File: config.mk
export PLATFORM = sky130hd
export DESIGN_NAME = rs232_flow_fifo
export DESIGN_NICKNAME = d
export VERILOG_FILES = /design/src/rtl/rs232_flow_fifo.sv
export SDC_FILE = /design/constraint.sdc
export NUM_CORES = 1
export LEC_CHECK = 0
export BUFFER_PORTS_ARGS = -buffer_cell sky130_fd_sc_hd__buf_2
export CAP_MARGIN = 25
export CORE_MARGIN = 4
export CORE_UTILIZATION = 35
export CTS_CLUSTER_SIZE = 24
export DETAILED_ROUTE_END_ITERATION = 10
export GPL_ROUTABILITY_DRIVEN = 0
export PLACE_DENSITY = 0.55
export SLEW_MARGIN = 20
export SYNTH_ARGS = -nofsm -noshare
export SYNTH_HDL_FRONTEND = slang
export SYNTH_SLANG_ARGS = --single-unit
File: constraint.sdc
create_clock -name clock -period 3.1 [get_ports clock]
set_clock_uncertainty 0.1 [all_clocks]
set_input_delay 0.155 -clock clock [delete_from_list [all_inputs] [get_ports clock]]
set_output_delay 0.155 -clock clock [all_outputs]
set_load 0.1 [all_outputs]
File: src/rtl/rs232_flow_fifo.sv
// Ready/valid FIFO between rs232 rx and tx with hysteretic almostfull (CTS) and sticky overflow; RS232_FIFO_DROPCNT_EN adds a drop counter.
// Latency: a word written at edge N is on odata after edge N and can be consumed at edge N+1.
// Backpressure: iready/ovalid decode registered level only; a read while full reopens iready one cycle later.
module rs232_flow_fifo #(
    parameter int WIDTH      = 8,
    parameter int DEPTH_LOG2 = 3,
    parameter int AFULL_HI   = 6,
    parameter int AFULL_LO   = 4
) (
    input  logic                  clock,
    input  logic                  reset,
    input  logic [WIDTH-1:0]      idata,
    input  logic                  ivalid,
    output logic                  iready,
    output logic [WIDTH-1:0]      odata,
    output logic                  ovalid,
    input  logic                  oready,
    output logic [DEPTH_LOG2:0]   level,
    output logic                  almostfull,
    output logic                  overflow,
    input  logic                  clear_overflow
`ifdef RS232_FIFO_DROPCNT_EN
    ,
    output logic [15:0]           drop_count
`endif
);

    localparam int DEPTH = 1 << DEPTH_LOG2;
    localparam int LW    = DEPTH_LOG2 + 1;
    localparam int PW    = DEPTH_LOG2;

    localparam logic [LW-1:0] DEPTH_L = LW'(DEPTH);
    localparam logic [LW-1:0] HI_L    = LW'(AFULL_HI);
    localparam logic [LW-1:0] LO_L    = LW'(AFULL_LO);

    if (DEPTH_LOG2 < 1 || DEPTH_LOG2 > 8 || AFULL_LO >= AFULL_HI || AFULL_HI > DEPTH) begin : g_bad_params
        $error("rs232_flow_fifo: need 1<=DEPTH_LOG2<=8 and AFULL_LO < AFULL_HI <= DEPTH");
    end

    logic [WIDTH-1:0] mem_q [DEPTH];
    logic [WIDTH-1:0] mem_d [DEPTH];
    logic [PW-1:0]    wr_ptr_q, wr_ptr_d;
    logic [PW-1:0]    rd_ptr_q, rd_ptr_d;
    logic [LW-1:0]    level_q, level_d;
    logic             afull_q, afull_d;
    logic             ovf_q, ovf_d;
    logic             wr_fire, rd_fire, drop;

    assign iready     = (level_q < DEPTH_L);
    assign ovalid     = (level_q != '0);
    assign odata      = mem_q[rd_ptr_q];
    assign level      = level_q;
    assign almostfull = afull_q;
    assign overflow   = ovf_q;

    assign wr_fire = ivalid & iready;
    assign rd_fire = ovalid & oready;
    assign drop    = ivalid & ~iready;

    always_comb begin
        mem_d    = mem_q;
        wr_ptr_d = wr_ptr_q;
        rd_ptr_d = rd_ptr_q;
        if (wr_fire) begin
            mem_d[wr_ptr_q] = idata;
            wr_ptr_d        = wr_ptr_q + PW'(1);
        end
        if (rd_fire) begin
            rd_ptr_d = rd_ptr_q + PW'(1);
        end
        level_d = level_q + LW'(wr_fire) - LW'(rd_fire);

        // Hysteresis band: between LO and HI the request keeps its last value.
        afull_d = afull_q;
        if (level_d >= HI_L) begin
            afull_d = 1'b1;
        end else if (level_d <= LO_L) begin
            afull_d = 1'b0;
        end

        ovf_d = ovf_q;
        if (drop) begin
            ovf_d = 1'b1;
        end else if (clear_overflow) begin
            ovf_d = 1'b0;
        end
    end

    // Storage is not reset; emptiness is tracked entirely by level.
    always_ff @(posedge clock) begin
        mem_q <= mem_d;
    end

    always_ff @(posedge clock) begin
        if (reset) begin
            wr_ptr_q <= '0;
            rd_ptr_q <= '0;
            level_q  <= '0;
            afull_q  <= 1'b0;
            ovf_q    <= 1'b0;
        end else begin
            wr_ptr_q <= wr_ptr_d;
            rd_ptr_q <= rd_ptr_d;
            level_q  <= level_d;
            afull_q  <= afull_d;
            ovf_q    <= ovf_d;
        end
    end

`ifdef RS232_FIFO_DROPCNT_EN
    logic [15:0] drop_cnt_q, drop_cnt_d;

    always_comb begin
        drop_cnt_d = drop_cnt_q;
        if (clear_overflow) begin
            drop_cnt_d = drop ? 16'd1 : 16'd0;
        end else if (drop && drop_cnt_q != 16'hFFFF) begin
            drop_cnt_d = drop_cnt_q + 16'd1;
        end
    end

    always_ff @(posedge clock) begin
        if (reset) begin
            drop_cnt_q <= '0;
        end else begin
            drop_cnt_q <= drop_cnt_d;
        end
    end

    assign drop_count = drop_cnt_q;
`endif

endmodule

# Word level (Yosys, flattened, before mapping)
# Index checks and enable logic that the tools add are counted.
# W data, S select, Z words.
[classes]
n_addsub = 4
magnitude_cmp = 6
mux = 10
bitwise = 6
reduce_logical = 4
[op_table]
columns = ["op", "n"]
rows = [
  ["$bwmux W64", 1],
  ["$bmux W8 S3", 1],
  ["$demux W8 S3", 1],
  ["$mux W8", 3],
  ["$ge A4 B4 Y1 const B", 2],
  ["$not A3 Y4", 2],
  ["$add A3 B1 Y3 const B", 2],
  ["$add A4 B1 Y4", 1],
  ["$ge A4 B3 Y1 const B", 1],
  ["$le A4 B3 Y1 const B", 1],
  ["$lt A4 B1 Y1 const B", 1],
  ["$lt A4 B4 Y1 const B", 1],
  ["$mux W1", 4],
  ["$reduce_bool A2 Y1", 2],
  ["$reduce_bool A4 Y1", 1],
  ["$sub A4 B1 Y4", 1],
  ["$and A1 B1 Y1", 3],
  ["$logic_and A1 B1 Y1", 1],
  ["$not A1 Y1", 1],
]
[word_totals]
register_bits = 76
input_bits = 13
out_inout_bits = 16
word_cells = 43

# Logic depth before layout (Yosys ltp)
[logic_depth]
ltp_word = 7
mapped_depth = 11
depth_no_buf = 11

# Worst setup path before layout
# Ideal clock, no wire load.
[synth_path]
path_type = "flip-flop to flip-flop"
startpoint = "reg level_q[3], in the netlist level[3]"
endpoint = "reg afull_q, in the netlist almostfull"
setup_ns = 0.122
t_arrival_ns = 3.697
slack_ns = -0.819
stages_incl_launch_ff = 11
n_path_buf = 0
period_less_slack_ns = 3.919
path_cell_list = "dfxtp_1 inv_1 ha_1 nor3b_2 nor2_1 ha_1 inv_1 ha_1 fa_1 a21o_1 a221o_1"
[synth_between]
elab_chain_cells = 6
word_cells_on_any_way = 10
[synth_rtl]
columns = ["element", "line_no", "text"]
rows = [
  ["start: declaration", "44", "logic [LW-1:0] level_q, level_d;"],
  ["start signal: assignment", "104", "level_q <= level_d;"],
  ["$lt A4 B4 Y1 *", "49", "assign iready = (level_q < DEPTH_L);"],
  ["net iready", "14", "output logic iready,"],
  ["$and A1 B1 Y1 *", "56", "assign wr_fire = ivalid & iready;"],
  ["$add A4 B1 Y4 *", "71", "level_d = level_q + LW'(wr_fire) - LW'(rd_fire);"],
  ["$sub A4 B1 Y4 *", "71", ""],
  ["net level_d[1]", "44", ""],
  ["$ge A4 B3 Y1 / $le A4 B3 Y1 (equally long branches)", "75, 77", ""],
  ["$mux W1 / $reduce_bool A2 Y1 (equally long branches)", "--", ""],
  ["end signal: assignment", "105", "afull_q <= afull_d;"],
  ["end: declaration", "45", "logic afull_q, afull_d;"],
]
# The timed path passes the listed nets; every way through them passes the cells marked *.
# A chain may end at the register's enable or synchronous reset.

# Worst setup path in the final report
[layout_path]
startpoint = "reg level_q[3], in the netlist level[3]"
endpoint = "reg afull_q, in the netlist almostfull"
[layout_between]
word_cells_on_any_way = 10
[layout_rtl]
columns = ["element", "line_no", "text"]
rows = [
  ["$reduce_bool A4 Y1 *", "50", "assign ovalid = (level_q != '0);"],
  ["$and A1 B1 Y1 *", "57", "assign rd_fire = ovalid & oready;"],
  ["net rd_fire", "47", "logic wr_fire, rd_fire, drop;"],
  ["$sub A4 B1 Y4 *", "71", ""],
  ["$ge A4 B3 Y1 / $le A4 B3 Y1 (equally long branches)", "75, 77", ""],
  ["$mux W1 / $reduce_bool A2 Y1 (equally long branches)", "--", ""],
]
# Marks and branches as above.

==> summary.md <==
| Metric | Value |
|---|---|
| Status | `finished clean` |
| Count of pins over their slew limit | `0` |
| First-pass GRT wire length | `9.14 mm` |
| CTS Root Cell | `clkbuf_8` |
| Inserted Diodes | `0` |
| Io pins | `29` |
| Commonest non-fill, non-tap cell in the layout | `edfxtp_1` |
| Flop2flop setup slack | `0.50 ns` |
| Fin cells | `353` |
| Post-synth EDFFs | `64` |
| WP data arrival | `2.74 ns` |
| DR iter-0 viols | `70` |
| Yosys warnings | `0` |
| H-tree levels | `3` |
| Crit Path Max Fanout | `5` |
| CTS tree | `yes` |
| CTS sink count | `76` |
| Post_cts resized | `0` |
| Worst-Skew Late Latency | `0.35 ns` |
| Synthesized flop and latch total | `76` |
| Worst r2r src | `level[3]` |
| RSZ-0062 raised after global routing | `no` |
| Starting Density | `0.358` |
| Hold Path Sink | `mem_q[20]` |
| Tcrit/Tclk final | `0.837` |
| Gr ovfl total | `0` |
| Via count | `1655` |
| Number of global-route vias before repair | `1724` |
| Crit start category | `register` |
| Rel. slew slack | `0.666` |
| Area of the die | `10500 um2` |
| Main flop type after synthesis | `edfxtp_1` |
| Antenna Nets Post-Route | `0` |
| Crit path time final | `2.60 ns` |
| Post-DR wirelength/cell | `16.1 um` |
| Critical Path RT | `3.24 ns` |
| Mapped Avg Cell Area | `16.6 um2` |
| Cell taking the most area after synthesis | `edfxtp_1` |
| Dpl cells | `327` |
| Core Region | `8680 um2` |
| Final #Nets | `261` |
| Slew @ Worst Pin | `0.500 ns` |
| Max Clock Freq | `385 MHz` |
| Drt drc | `0` |
| Critical Path End Type | `register` |
| Largest net degree at the start of global routing | `20` |
| RR Endpoint | `almostfull` |
| Area contributors post-synth | `edfxtp_1, dfxtp_1, mux4_1` |
| Buffers on Ports | `28` |
| Share of post-route cells with drive strength above 1 | `0.269` |
| WHS Path Cells | `1` |
| Final setup vio count | `0` |
| Chip Height | `102 um` |
| Final Core Density | `0.427` |
| Critical path buffers and inverters | `2` |
| Crit-path cells | `clkinvlp_4, ha_2, nor3b_2, nor2_1, ha_1, inv_1, ha_1, fa_1, xnor2_1, nor2_1, a221o_1` |
| Tot Pwr | `3240 uW` |
| Routed Wire Length | `5.69 mm` |
| Static Leak | `0.00135 uW` |
| Die Span X | `102 um` |
| Slowest stage cell on the critical path | `fa_1` |
| Initial antenna violation count | `0` |
| Final hold viol count | `0` |
| CTS max path bufs | `2` |
| Most frequent cells in the layout | `edfxtp_1, buf_2, nand2_1` |
| Path depth of the worst reg2reg path | `11` |
| Slowest stage delay, CP | `0.39 ns` |
| Cts bufs inserted | `9` |
| Post-synth top area share | `0.618` |
| DR pass1 iterations | `4` |
| P&R area growth vs syn | `19.3%` |
| Hold_sp | `idata[4]` |
| Pwr Density | `873 nW/um2` |
| Worst VDD drop | `0.000303 V` |
| MaxCap Viol Count | `0` |
| Post-synthesis net count | `208` |
| DR vias/cell | `4.69` |
| GRT Util Overall | `0.122` |
| Clk slew on worst S/H paths | `0.09 ns` |
| Mapped Area | `3110 um2` |
| Synth async-reset ratio | `0` |
| Worst hold path type | `in2reg` |
| Largest delay contributor family on the critical path | `adder cells` |
| Distinct cells, synth | `31` |
| Sequential share of the synthesized area | `0.695` |
| Number of placement rows | `34` |
| Syn Inst Count | `187` |
| Fillers | `803` |
| Crit Path Class | `reg2reg` |
| DP HPWL | `3.79 mm` |
[power breakdown]
group          switching, uW  leakage (uW)  total (uW)  internal, uW
clock network            406     0.0000947         718           311
logic                    937      0.000578        1280           344
registers               42.7      0.000679        1240          1200
total                   1390       0.00135        3240          1850
[kinds of logic after synthesis]
logic type	share of synthesized area
AOI/OAI and AO/OA	0.0249
xor gates and xnor gates	0.00845
adders and majority gates	0.0346
buffers and inverters	0.0269
DFF	0.695
muxes	0.129
and+or+nand+nor	0.0813
[per-layer routing]
metal,global-route usage,vias to the layer above,wire (um)
li1,-,814,-
met1,0.153,811,2530
met2,0.199,23,2870
met3,0.0389,7,196
met4,0.0424,0,89
met5,0,-,0
[registers in the layout, summed over array words and instances, names as in the netlist]
register	cells
almostfull	1
overflow	1
wr_ptr_q	3
level	4
rd_ptr_q	3
mem_q	64
[how the worst max path moves through the flow]
stage,from,endpoint,slack (ns),cells after the start
2_1_floorplan,level[3],almostfull,-0.15,10
3_3_place_gp,level[3],almostfull,0.57,11
3_5_place_dp,level[3],almostfull,0.53,11
4_1_cts,level[3],almostfull,0.49,11
5_1_grt,level[3],almostfull,0.33,11
6_report,level[3],almostfull,0.50,11
[worst register-to-register path, cell delays in order (launching register included)]
cell and delay (ns):
dfxtp_4 0.37, clkinvlp_4 0.07, ha_2 0.15, nor3b_2 0.25
nor2_1 0.10, ha_1 0.28, inv_1 0.04, ha_1 0.20
fa_1 0.39, xnor2_1 0.15, nor2_1 0.07, a221o_1 0.32
[cell usage after synthesis, types with 2 or more instances]
master	instances
edfxtp_1	64
nand2_1	27
nor2_1	13
dfxtp_1	12
inv_1	8
mux4_1	8
mux4_2	8
ha_1	7
a21oi_1	5
nand2b_1	5
buf_2	3
nor2b_1	3
a21o_1	2
nand3_1	2
nor3_1	2
o21ai_0	2
xnor2_1	2
[through the flow]
| stage | cell area, um2 | hold slack, ns | setup TNS [ns] | setup slack [ns] |
|---|---|---|---|---|
| final | 3710 | 0.0165 | 0 | 0.505 |
| after floorplan | 3120 | 0.138 | -0.146 | -0.146 |
| after global placement | 3420 | 0.320 | 0 | 0.572 |
| after global routing | 3710 | 0.0148 | 0 | 0.334 |
| after CTS | 3710 | 0.00504 | 0 | 0.493 |
| after detailed placement | 3420 | 0.328 | 0 | 0.532 |
[final cells by class]
class / instances / area, um2 / share of cell area
Clock buffer: 9 / 124 / 0.0334
Clock inverter: 7 / 65.1 / 0.0175
Inverter: 9 / 37.5 / 0.0101
Multi-Input combinational cell: 96 / 867 / 0.234
Sequential cell: 76 / 2170 / 0.584
Tap cell: 108 / 135 / 0.0364
Timing Repair Buffer: 48 / 315 / 0.0850
[what timing repair did]
item,CTS,global route
buffers inserted,0,0
hold buffers,10,0
hold endpoints to repair,58,0
No activity file was read; power rests on OpenSTA's default activity.
